==> config.mk <==
export PLATFORM = sky130hd
export DESIGN_NAME = bcd_down_counter
export DESIGN_NICKNAME = d
export VERILOG_FILES = /design/src/rtl/bcd_down_counter.sv
export SDC_FILE = /design/constraint.sdc
export NUM_CORES = 1
export LEC_CHECK = 0
export CAP_MARGIN = 20
export CORE_MARGIN = 8
export CORE_UTILIZATION = 51
export DETAILED_ROUTE_END_ITERATION = 8
export GPL_TIMING_DRIVEN = 0
export PLACE_DENSITY = 0.88
export SETUP_SLACK_MARGIN = 0.02
export SLEW_MARGIN = 20
export SYNTH_ARGS = -nofsm -noshare
export SYNTH_HDL_FRONTEND = slang
export SYNTH_SLANG_ARGS = --single-unit
==> constraint.sdc <==
create_clock -name clk -period 2.7 [get_ports clk]
set_input_delay 0.405 -clock clk [delete_from_list [all_inputs] [get_ports clk]]
set_output_delay 0.405 -clock clk [all_outputs]
set_load 0.02 [all_outputs]
==> src/rtl/bcd_down_counter.sv <==
// -----------------------------------------------------------------------------
// bcd_down_counter
//
// Multi-digit BCD down-counter / timer. A value is loaded in parallel, counting
// is started and paused with start/stop, and each cycle with en=1 while running
// steps the count down by one in BCD. The step from 1 is the terminal step. On
// that step bout pulses for one cycle. The counter then either reloads the last
// loaded value (reload_en=1, periodic tick) or stops at zero and raises done.
//
// Parameters
//   DIGITS     number of BCD digits; data width is 4*DIGITS
//
// Ports
//   clk        clock
//   rstn       asynchronous active-low reset
//   load       parallel load strobe (highest priority)
//   load_val   BCD value to load, digit 0 in bits [3:0]
//   start      start counting (IDLE) / acknowledge expiry (EXPIRED)
//   stop       pause counting (RUN -> IDLE)
//   en         count step qualifier while running
//   reload_en  reload instead of expiring on the terminal step
//   cnt        current BCD count (registered)
//   bout       borrow-out pulse on the terminal step (registered)
//   done       expired flag (registered level)
//   zero       cnt == 0 (combinational from cnt)
//   load_err   one-cycle pulse when a load carries a non-BCD digit (registered)
// -----------------------------------------------------------------------------
module bcd_down_counter #(
    parameter int DIGITS = 4
) (
    input  logic                  clk,
    input  logic                  rstn,
    input  logic                  load,
    input  logic [4*DIGITS-1:0]   load_val,
    input  logic                  start,
    input  logic                  stop,
    input  logic                  en,
    input  logic                  reload_en,
    output logic [4*DIGITS-1:0]   cnt,
    output logic                  bout,
    output logic                  done,
    output logic                  zero,
    output logic                  load_err
);

    localparam int W = 4 * DIGITS;

    localparam logic [W-1:0] CNT_ZERO = {W{1'b0}};
    localparam logic [W-1:0] CNT_ONE  = {{(W-1){1'b0}}, 1'b1};

    typedef enum logic [1:0] {
        ST_IDLE    = 2'd0,
        ST_RUN     = 2'd1,
        ST_EXPIRED = 2'd2
    } state_t;

    // Registered state and outputs.
    state_t          state_q;
    state_t          state_d;
    logic [W-1:0]    cnt_q;
    logic [W-1:0]    cnt_d;
    logic [W-1:0]    reload_q;
    logic [W-1:0]    reload_d;
    logic            bout_q;
    logic            bout_d;
    logic            done_q;
    logic            done_d;
    logic            load_err_q;
    logic            load_err_d;

    // A value is legal BCD when no digit exceeds 9.
    function automatic logic bcd_valid(input logic [W-1:0] v);
        logic ok;
        ok = 1'b1;
        for (int i = 0; i < DIGITS; i++) begin
            if (v[4*i +: 4] > 4'd9) begin
                ok = 1'b0;
            end else begin
                ok = ok;
            end
        end
        return ok;
    endfunction

    // BCD decrement by one. A digit at 0 becomes 9 and the borrow ripples
    // upward until a non-zero digit absorbs it. Callers never pass zero.
    function automatic logic [W-1:0] bcd_dec(input logic [W-1:0] v);
        logic [W-1:0] r;
        logic         borrow;
        logic [3:0]   d;
        r      = v;
        borrow = 1'b1;
        for (int i = 0; i < DIGITS; i++) begin
            d = v[4*i +: 4];
            if (borrow) begin
                if (d == 4'd0) begin
                    r[4*i +: 4] = 4'd9;
                end else begin
                    r[4*i +: 4] = d - 4'd1;
                    borrow      = 1'b0;
                end
            end else begin
                r[4*i +: 4] = d;
            end
        end
        return r;
    endfunction

    // Next-state logic, with priority load > stop > start > en step.
    always_comb begin
        state_d    = state_q;
        cnt_d      = cnt_q;
        reload_d   = reload_q;
        done_d     = done_q;
        bout_d     = 1'b0;
        load_err_d = 1'b0;

        if (load) begin
            if (bcd_valid(load_val)) begin
                cnt_d    = load_val;
                reload_d = load_val;
                state_d  = ST_IDLE;
                done_d   = 1'b0;
            end else begin
                // Rejected load: everything holds, only the error pulse fires.
                load_err_d = 1'b1;
            end
        end else if (stop) begin
            if (state_q == ST_RUN) begin
                state_d = ST_IDLE;
            end else begin
                state_d = state_q;
            end
        end else if (start) begin
            case (state_q)
                ST_IDLE: begin
                    // Never enter RUN at zero, so the counter cannot wrap.
                    if (cnt_q != CNT_ZERO) begin
                        state_d = ST_RUN;
                    end else begin
                        state_d = ST_IDLE;
                    end
                end
                ST_EXPIRED: begin
                    state_d = ST_IDLE;
                    done_d  = 1'b0;
                end
                default: begin
                    // start while already running consumes the cycle
                    state_d = state_q;
                end
            endcase
        end else if ((state_q == ST_RUN) && en) begin
            if (cnt_q == CNT_ONE) begin
                // Terminal step: reload_en is only looked at here.
                bout_d = 1'b1;
                if (reload_en) begin
                    cnt_d   = reload_q;
                    state_d = ST_RUN;
                end else begin
                    cnt_d   = CNT_ZERO;
                    done_d  = 1'b1;
                    state_d = ST_EXPIRED;
                end
            end else begin
                cnt_d = bcd_dec(cnt_q);
            end
        end else begin
            state_d = state_q;
        end
    end

    // State and output registers with asynchronous active-low reset.
    always_ff @(posedge clk or negedge rstn) begin
        if (!rstn) begin
            state_q    <= ST_IDLE;
            cnt_q      <= CNT_ZERO;
            reload_q   <= CNT_ZERO;
            bout_q     <= 1'b0;
            done_q     <= 1'b0;
            load_err_q <= 1'b0;
        end else begin
            state_q    <= state_d;
            cnt_q      <= cnt_d;
            reload_q   <= reload_d;
            bout_q     <= bout_d;
            done_q     <= done_d;
            load_err_q <= load_err_d;
        end
    end

    assign cnt      = cnt_q;
    assign bout     = bout_q;
    assign done     = done_q;
    assign load_err = load_err_q;
    assign zero     = (cnt_q == CNT_ZERO);

endmodule

# After elaboration in Yosys (flattened, before gate mapping)
# Cells that the tools add are included.
# totals
reg_bits	37
in_bits	23
out_inout_bits	20
word_cells	114
# classes
add_sub_neg	4
order_cmp	4
n_eq_ne	10
n_mux	64
n_reduce_logical	23
# ops
cell	n
$mux W16	7
$mux W1	41
$mux W4	7
$reduce_and A5 Y1	4
$eq A16 B1 Y1 const B	1
$gt A4 B4 Y1 const B	4
$logic_not A16 Y1	1
$logic_not A4 Y1	4
$mux W2	8
$reduce_bool A16 Y1	1
$sub A4 B1 Y4 const B	4
$reduce_bool A3 Y1	5
$reduce_bool A4 Y1	2
$ne A3 B2 Y1 const B	2
$reduce_and A6 Y1	1
$ne A5 B2 Y1 const B	1
$ne A2 B2 Y1 const B	2
$pmux W2 S2	1
$reduce_and A4 Y1	1
$ne A3 B3 Y1 const B	1
$eq A2 B1 Y1 const B	1
$eq A2 B2 Y1 const B	1
$logic_not A2 Y1	1
$ne A2 B1 Y1 const B	1
other kinds (3)	3

# Logic depth before layout (Yosys ltp)
# logic_depth
depth_word	25
depth_mapped	8
depth_no_buf	5

# Worst setup path before layout
# Ideal clock, no wire load.
# synth_path
path_type	flip-flop to output port
startpoint	register cnt_q[1] (netlist: cnt[1])
endpoint	output zero
t_arrival_ns	1.723
required_time_ns	2.295
setup_slack_ns	0.572
stages_incl_launch_ff	5
n_path_buf	1
cell_sequence	dfrtp_1 -> clkbuf_1 -> nor4_1 -> nand2_1 -> nor3_1
# synth_via
elab_chain_cells	1
# synth_rtl
item	line_no	text
start: declaration	60	logic [W-1:0] cnt_q;
start signal: assignment	184	cnt_q <= cnt_d;
$logic_not A16 Y1	196	assign zero = (cnt_q == CNT_ZERO);
end: declaration	42	output logic zero,
# No other way between the ends.

# Final worst setup path
# layout_path
startpoint	input load_val[6]
endpoint	register reload_q[15]
# layout_via
elab_chain_cells	6
# layout_rtl
item	line_no	text
start: declaration	34	input logic [4*DIGITS-1:0] load_val,
$gt A4 B4 Y1	76	if (v[4*i +: 4] > 4'd9) begin
$mux W1 (3 in a row)	76	
$mux W1	118	if (load) begin
$reduce_and A2 Y1 (no line)	-	
end signal: assignment	185	reload_q <= reload_d;
end: declaration	62	logic [W-1:0] reload_q;
# No other way between the ends. The select of a mux whose other input is x is not followed.
# A chain may end at the register's enable or synchronous reset.

==> flow_metrics.tcl <==
set metrics [dict create \
    min_period_ns 2.429 \
    worst-endpoint-arrival_ns 2.61 \
    report.final.hold_viol_count 0 \
    post-cts-setup-buffer-count 0 \
    gr-usage-all-layers 0.1891 \
    die_height_um 80.79 \
    gp_congestion 0.8724 \
    share_comb_of_total_power 0.402 \
    ys.flop_type "sky130_fd_sc_hd__dfrtp_1" \
    max-clock-path-buffers 2 \
    max_slew_margin 0.6226 \
    post_drt_wl_per_cell_um 18.52 \
    timing.critical_path.from_type "input pin" \
    antenna_cells 0 \
    number_of_flops_mapped_to_enable_cells_by_yosys 0 \
    yosys.cell_types.count 53 \
    power-per-cell-area_nw_per_um2 835.6 \
    drv_slew 0 \
    actual_slew_at_the_worst_max_slew_pin_ns 0.5661 \
    initialDrtViolationCount 229 \
    areaGrowthSynthToFinish_pct 27.76 \
    sink_count_of_the_clock_tree 37 \
    vdd_ir_drop_max_mv 0.5220 \
    p_clk_frac 0.178 \
    net-switching-power_mw 0.9026 \
    power.sequential.fraction 0.421 \
    clockRootBuffer "sky130_fd_sc_hd__clkbuf_8" \
    postSynthAreaPerCell_um2 10.00 \
    finClkSkew_ns 0.004053 \
    status "finished, final reports clean" \
    final.hold.worst_slack_ns 0.03484 \
    report.final.setup_viol 0 \
    mappedNetlistArea_um2 2141 \
    intPower_mw 1.383 \
    grt_start_max_net_pins 23 \
    placed_cells_incl_taps 305 \
    route.final.wire_length_um 5777 \
    share_of_the_core_filled_with_cells_in_the_final_layout 0.6789 \
    num_vias 1957 \
    final_min_period_over_clock_period 0.8997 \
    ant_nets 0 \
    cts_htree_levels 2 \
    design_power_total_mw 2.285 \
    synth-seq-area-share 0.4325 \
    initial_antenna_violation_count 0 \
    floorplan.core_area_um2 4029 \
    ys.warnings.count 0 \
    placedInstanceArea_um2 2626 \
    io-pin-count 43 \
    stdcell_area_um2 2735 \
    first_pass_iteration_count_of_the_detailed_router 4 \
    p_sw_frac 0.3949 \
    synth.ff_latch_count 37 \
    hp-class "in -> async" \
    rsz0062_at_grt "no" \
    n_fill_cell 323 \
    syn_nets 237 \
    worst_ep_required_time_ns 2.88 \
    viasPerCell 6.272 \
    dp_hpwl_um 4167 \
    drt_drc_violations_left 0 \
    setup.worst_path.end_class "register" \
    worst_skew_pair_latency_ns 0.30 \
    io_buffer_count 40 \
    post_syn_instances 214 \
    fin_setup_tns_ns 0 \
    cts.clk_slew.worst_paths_ns 0.07 \
    final-instance-count-excl-fill 312 \
    p_leak_nw 1.069 \
    fp.dieArea_um2 6527 \
    chipWidth_um 80.79 \
    via_count_of_the_first_global_routing_pass 2036 \
    worst-setup-path-type "in -> reg" \
    path_max_fanout 10 \
    async_reset_ff_frac 1.000 \
    placement_rows 23 \
    maxClockFrequency_mhz 411.7 \
    floorplan.initialDensity 0.5314 \
    timing.final.ws_setup_ns 0.2709 \
    final_layout_size_suffix_gt1_frac 0.1107 \
    grt_pass1_wl_um 9798 \
    preCtsSetupSlack_ns 0.03102 \
    reg2reg_depth 6 \
    globalRouteOverflowTotal 0 \
    number_of_nets_in_the_finished_design 285 \
    cts-buffers-inserted 5 \
    maxCapViolations 0 \
    tritoncts "built" \
]
[area by class of cell]
class	instances	area (um2)	area share
Buffer	13	68.82	0.02516
Clock buffer	7	86.33	0.03156
Inverter	6	22.52	0.008234
Multi-Input combinational cell	158	1147	0.4195
Sequential cell	37	925.9	0.3385
Tap cell	50	62.56	0.02287
Timing Repair Buffer	41	421.7	0.1542
[worst paths after layout]
path | start | end | slack (ns)
min in group clk | load | state_q[0] | 0.45
max in group asynchronous | rstn | cnt[13] | 2.21
min | rstn | cnt[3] | 0.03
max | load_val[6] | reload_q[15] | 0.27
max reg2reg | cnt[0] | cnt[13] | 0.48
min reg2reg | reload_q[11] | reload_q[11] | 0.49
[state kept, by name, summed over array words and instances, names as in the netlist]
| register | count |
|---|---|
| bout | 1 |
| cnt | 16 |
| done | 1 |
| load_err | 1 |
| reload_q | 16 |
| state_q | 2 |
[kinds of logic after synthesis]
kind of cell	Yosys count	synth area share
AO/OA/AOI/OAI	64	0.1999
multiplexers	25	0.1333
XOR/XNOR	1	0.004092
flip-flops	37	0.4325
AND/OR/NAND/NOR	68	0.1876
buffers and inverters	19	0.04266
[layer usage]
layer	GRT usage	vias up	part of all wire
met3	0.04746	14	0.079
met5	0	-	0
li1	-	905	-
met1	0.2266	950	0.41
met4	0.08393	0	0.023
met2	0.3144	88	0.49
[cells in the final DEF (no fill, tap or decap), types with 7 or more instances in the layout]
| master | synthesis | layout |
|---|---|---|
| sky130_fd_sc_hd__nor2_1 | 8 | 8 |
| sky130_fd_sc_hd__dfrtp_1 | 37 | 37 |
| sky130_fd_sc_hd__nand3_1 | 9 | 9 |
| sky130_fd_sc_hd__clkdlybuf4s50_1 | 0 | 38 |
| sky130_fd_sc_hd__nand2_1 | 16 | 16 |
| sky130_fd_sc_hd__mux2_1 | 19 | 19 |
| sky130_fd_sc_hd__a31oi_1 | 7 | 7 |
| sky130_fd_sc_hd__a21oi_1 | 18 | 18 |
| sky130_fd_sc_hd__nor3_1 | 7 | 7 |
| sky130_fd_sc_hd__o21ai_0 | 13 | 13 |
| sky130_fd_sc_hd__clkbuf_1 | 7 | 8 |
[power groups by stage]
stage	clock, mW	sequential (mW)	combinational, mW
after CTS	0.407	0.955	0.922
after floorplan	0	1.04	0.415
after detailed placement	0	0.951	0.898
after global routing	0.422	0.993	0.993
after global placement	0	0.939	0.867
final	0.406	0.962	0.918
[critical path: stages]
cell and delay [ns]:
sky130_fd_sc_hd__clkdlybuf4s50_1 0.47, sky130_fd_sc_hd__o21ai_0 0.26, sky130_fd_sc_hd__nand4_1 0.32, sky130_fd_sc_hd__nor2_2 0.45, sky130_fd_sc_hd__buf_2 0.35, sky130_fd_sc_hd__mux2_1 0.36
[Yosys cell counts, types with 3 or more instances]
master / instances / share of area
sky130_fd_sc_hd__a211oi_1: 4 / 0.014
sky130_fd_sc_hd__a21oi_1: 18 / 0.042
sky130_fd_sc_hd__a2bb2oi_1: 4 / 0.016
sky130_fd_sc_hd__a31oi_1: 7 / 0.020
sky130_fd_sc_hd__and3_1: 4 / 0.012
sky130_fd_sc_hd__buf_4: 3 / 0.011
sky130_fd_sc_hd__clkbuf_1: 7 / 0.012
sky130_fd_sc_hd__dfrtp_1: 37 / 0.43
sky130_fd_sc_hd__inv_1: 5 / 0.0088
sky130_fd_sc_hd__mux2_1: 19 / 0.10
sky130_fd_sc_hd__mux2i_1: 3 / 0.014
sky130_fd_sc_hd__nand2_1: 16 / 0.028
sky130_fd_sc_hd__nand3_1: 9 / 0.021
sky130_fd_sc_hd__nand4_1: 3 / 0.0088
sky130_fd_sc_hd__nor2_1: 8 / 0.014
sky130_fd_sc_hd__nor3_1: 7 / 0.016
sky130_fd_sc_hd__o211ai_1: 3 / 0.011
sky130_fd_sc_hd__o21ai_0: 13 / 0.030
sky130_fd_sc_hd__o22ai_1: 3 / 0.0088
sky130_fd_sc_hd__o2bb2ai_1: 3 / 0.012
[what timing repair did]
| action | in CTS | in global routing |
|---|---|---|
| gates resized for setup | 4 | 0 |
| hold buffers | 0 | 0 |
| setup endpoints to repair | 1 | 0 |
(Power assumes the default switching activity.)
